===== src/rtl/bsg_blackparrot_mc_fwd_credit_limiter.sv =====
// bsg_blackparrot_mc_fwd_credit_limiter: caps outstanding manycore requests on one link, with fence drain
module bsg_blackparrot_mc_fwd_credit_limiter #(
  parameter int fwd_width_p = 32,
  parameter int rev_width_p = 32,
  parameter int max_out_p = 16,
  localparam int credit_width_lp = $clog2(max_out_p+1)
) (
  input  logic                       clk_i,
  input  logic                       reset_i,
  input  logic                       fwd_v_i,
  input  logic [fwd_width_p-1:0]     fwd_data_i,
  output logic                       fwd_ready_and_o,
  output logic                       fwd_v_o,
  output logic [fwd_width_p-1:0]     fwd_data_o,
  input  logic                       fwd_ready_and_i,
  input  logic                       rev_v_i,
  input  logic [rev_width_p-1:0]     rev_data_i,
  output logic                       rev_ready_and_o,
  output logic                       rev_v_o,
  output logic [rev_width_p-1:0]     rev_data_o,
  input  logic                       rev_ready_and_i,
  input  logic                       fence_i,
  output logic                       fence_done_o,
  output logic [credit_width_lp-1:0] credits_used_o,
  output logic                       error_o
);
  logic [1:0] n_q, n_d;
  logic [fwd_width_p-1:0] head_q, head_d, tail_q, tail_d;
  logic [credit_width_lp-1:0] count_q, count_d;
  logic error_q, error_d;
  logic full, empty, enq, deq, dec;
  assign full  = n_q == 2'd2;
  assign empty = n_q == 2'd0;
  assign fwd_ready_and_o = ~reset_i & ~fence_i & ~full & (count_q != credit_width_lp'(max_out_p));
  assign enq = fwd_v_i & fwd_ready_and_o;
  assign deq = ~empty & fwd_ready_and_i;
  assign dec = rev_v_i & rev_ready_and_i;
  assign fwd_v_o = ~empty;
  assign fwd_data_o = head_q;
  assign rev_ready_and_o = rev_ready_and_i;
  assign rev_v_o = rev_v_i;
  assign rev_data_o = rev_data_i;
  assign fence_done_o = ~reset_i & fence_i & (count_q == '0) & empty;
  assign credits_used_o = count_q;
  assign error_o = error_q;
  // Two-entry FIFO steering plus credit counter next state; enq and dec together cancel out
  always_comb begin
    n_d = n_q + 2'(enq) - 2'(deq);
    head_d = deq ? (full ? tail_q : fwd_data_i) : (empty ? fwd_data_i : head_q);
    tail_d = (enq & (n_q == 2'd1) & ~deq) ? fwd_data_i : tail_q;
    count_d = (enq & ~dec) ? count_q + credit_width_lp'(1)
            : (dec & ~enq & (count_q != '0)) ? count_q - credit_width_lp'(1) : count_q;
    error_d = error_q | (dec & ~enq & (count_q == '0));
  end
  // Control state with synchronous reset
  always_ff @(posedge clk_i) begin
    if (reset_i) begin
      n_q <= '0;
      count_q <= '0;
      error_q <= 1'b0;
    end else begin
      n_q <= n_d;
      count_q <= count_d;
      error_q <= error_d;
    end
  end
  // Payload storage needs no reset; validity comes from n_q
  always_ff @(posedge clk_i) begin
    head_q <= head_d;
    tail_q <= tail_d;
  end
endmodule

===== config.mk =====
export PLATFORM = sky130hd
export DESIGN_NAME = bsg_blackparrot_mc_fwd_credit_limiter
export DESIGN_NICKNAME = d
export VERILOG_FILES = /design/src/rtl/bsg_blackparrot_mc_fwd_credit_limiter.sv
export SDC_FILE = /design/constraint.sdc
export NUM_CORES = 1
export LEC_CHECK = 0
export ABC_AREA = 1
export CAP_MARGIN = 10
export CORE_AREA = 2 2 88 90
export CTS_BUF_LIST = sky130_fd_sc_hd__clkbuf_16
export DETAILED_ROUTE_END_ITERATION = 7
export DIE_AREA = 0 0 90 92
export HOLD_SLACK_MARGIN = 0.1
export PLACE_DENSITY = 0.91
export SETUP_SLACK_MARGIN = 0.2
export SLEW_MARGIN = 20
export SYNTH_ARGS = -nofsm -noshare
export SYNTH_HDL_FRONTEND = slang
export SYNTH_SLANG_ARGS = --single-unit

===== constraint.sdc =====
create_clock -name clk_i -period 4.56 [get_ports clk_i]
set_input_delay 0.456 -clock clk_i [delete_from_list [all_inputs] [get_ports clk_i]]
set_output_delay 0.456 -clock clk_i [all_outputs]
set_load 0.005 [all_outputs]

==> out/metrics.cfg <==
[outcome]
status = completed

[critical_path]
cpPeakStageDelay_ns = 0.49
reg2reg_depth = 13
cp-start-kind = input port
critPathArrivalTime_ns = 1.99
rr_startpoint = credits_used_o[0]
critPathKind = in -> out
reg2reg_to = credits_used_o[4]
cp_max_fo = 7
cp_slowest_cell = clkdlybuf4s50_1
cp_common_cell = clkdlybuf4s50_1
cp-end-kind = primary output
crit_path_cell_trace = clkdlybuf4s50_1 -> inv_2 -> nand2_2 -> nor2_4 -> nand2_1 -> inv_1 -> clkdlybuf4s50_1
crit_required_ns = 4.10
reg2reg_slack_ns = 2.48

[logic_synthesis]
syn_avg_cell_area_um2 = 14.85
synth.most_common_cell = edfxtp_1
synth.top_cell.area_share = 0.6047
synth-compound-area-share = 0.01811
synth_edf_count = 64
synth_area_leaders = edfxtp_1 (60%), mux2_2 (10%), buf_4 (8.0%)
ys_ff_latch = 72
syn_area_um2 = 3178
synth_top_family_by_area = multiplexers
synth.yosys.seq_area_share = 0.6551
muxShareOfSynthArea = 0.1134
ys_types = 26
synthSimpleGateAreaFrac = 0.07047
synthAdderAreaFrac = 0.02598
synthArstFlopShare = 0
synth-xor-area-share = 0.008268
synthCells = 214
yosys_most_used_dff = edfxtp_1
synth_top_cell_by_area = edfxtp_1
ys_warn_count = 0
synth_common_cells = edfxtp_1 (64), buf_4 (34), mux2_2 (29)
syn-num-nets = 291

[global_routing]
grt_max_degree = 33
track_usage = 0.1427
grt_pass1_vias = 1846
grt_pass1_wl_mm = 9.177
grt-ovfl-total = 0
antenna_found_initial = 0

[finish]
area_delta_synth_final_pct = 30.47
multi_input_area_um2 = 758.2
seqCellArea_um2 = 2082
num-fill-cells = 629
nets = 347
layout-drive-gt1-share = 0.2218
diodes = 0

[timing]
worstMarginPinSlew_ns = 0.8677
finalSetupViolations = 0
maxSlewViolCount = 0
setup_tns_ns = 0
period_share = 0.5374
relSlewSlack = 0.4201
fin_crit_ns = 2.451
worst_slack_ns = 2.109
rsz0062_at_grt = false
finalHoldViolCount = 0
skew_ns = 0.008365
timing.fmax_mhz = 408.1

[place]
io_buffer_count = 81
gp_congestion = 0.8082
place_hpwl_mm = 4.030
pre_cts_ws_ns = 1.804

[route]
vias_per_cell = 4.655
num_vias = 1755
wl_mm = 5.691
drt_iter0_markers = 66
dr.pass1.iters = 4
wl_per_cell_um = 15.10
ant_nets = 0
drcViolationCount = 0

[pwr]
p_leak_nw = 1.523
p_switching_mw = 0.5725
seqPwrFrac = 0.420
combPwrFrac = 0.264
switching_share = 0.2572
cellPowerDensity_nw_per_um2 = 536.9
p_int_mw = 1.654
ir_drop_uv = 201.2
p_clk_frac = 0.316

[floorplan]
row_count = 32
initial_core_util = 0.4267
dieHeight_um = 92
core_um2 = 7447
io_pins = 146
die_w_um = 90
dieArea_um2 = 8280

[clocking]
clkTransAtPathRegs_ns = 0.06
cts_max_level = 3
clock_latency_ns = 0.32
clock_sinks = 72
clockBufferDepth = 2
postCtsSetupBuffers = 0
cts_tree = done
cts_resized = 0
numCtsBuffers = 9
clockRootBuffer = clkbuf_16
holdBufCountCts = 0

[worst_hold_path]
hold_class = reg -> reg
hold_depth = 1
hold_end = error_o
hold_path_startpoint = error_o

[job]
max-cap-violations = 0

## layout make-up
cell class,count,share of cell area
timing repair buffer,82,0.1973
multi-input combinational,90,0.1829
inverter,15,0.01358
clock buffer,9,0.05431
clock inverter,7,0.01901
tap,102,0.03078
sequential,72,0.5021
## sequential cells by signal, summed over array words and instances (netlist names)
name            cells
credits_used_o      5
fwd_data_o         32
error_o             1
tail_q             32
n_q                 2
## stage by stage
step	total power, mW	instance area [um2]	hold WS (ns)	instances	utilization
5_1_grt	2.342	4146	0.4864	377	0.5568
3_5_place_dp	1.547	3842	0.4561	361	0.5160
6_report	2.226	4146	0.4726	377	0.5568
4_1_cts	2.258	4146	0.4713	377	0.5568
2_1_floorplan	1.232	3178	0.4542	214	-
3_3_place_gp	1.523	3842	0.4587	361	0.5160
## per-layer routing
layer,share of wire,vias to the layer above,GRT usage,wire [um]
met5,0,-,0,0
met4,0.026,0,0.09487,147
met3,0.066,20,0.03369,378
met2,0.50,69,0.2343,2842
met1,0.41,824,0.1677,2323
li1,-,842,-,-
## cells by family (layout without fill, tap and decap cells)
family          count (synthesis)  in the layout
flops                          72             72
buf+inv                        52            113
simple gates                   38             38
mux                            32             32
compound gates                 11             11
fa+ha+maj                       6              6
xor+xnor                        3              3
## worst max path at each step
stage | start | endpoint | slack [ns] | depth (start not counted)
after floorplan | reset_i | tail_q[0] | 1.91 | 5
after detailed placement | reset_i | credits_used_o[4] | 1.80 | 15
final | reset_i | fwd_ready_and_o | 2.11 | 7
after global routing | reset_i | credits_used_o[4] | 1.92 | 15
after global placement | reset_i | credits_used_o[4] | 1.91 | 14
after CTS | reset_i | fwd_ready_and_o | 2.11 | 7
## layout by cell type, fill, tap and decap left out, types with 2 or more instances in the layout
cell / count
a21oi_1: 6
nand2_2: 2
nor2_2: 2
o21ai_0: 4
clkinvlp_4: 2
nand3_2: 3
clkdlybuf4s50_1: 81
ha_1: 5
mux2_2: 29
inv_2: 3
nand3_1: 5
clkbuf_16: 9
xor2_1: 3
dfxtp_1: 8
mux2_1: 3
inv_1: 12
nor2_1: 9
nor2_4: 3
edfxtp_1: 64
inv_6: 2
nand2_1: 9
## critical path, delay by kind of cell
family        cells  cell delay, ns
buf+inv           4            1.19
simple gates      3            0.35
## power by group through the flow
stage	combinational (mW)	sequential (mW)	clock [mW]
global placement	0.579	0.945	0
finish	0.589	0.935	0.702
floorplan	0.271	0.960	0
CTS	0.599	0.937	0.721
global route	0.645	0.951	0.745
detailed placement	0.597	0.950	0
Power figures use the tool's default switching activity.
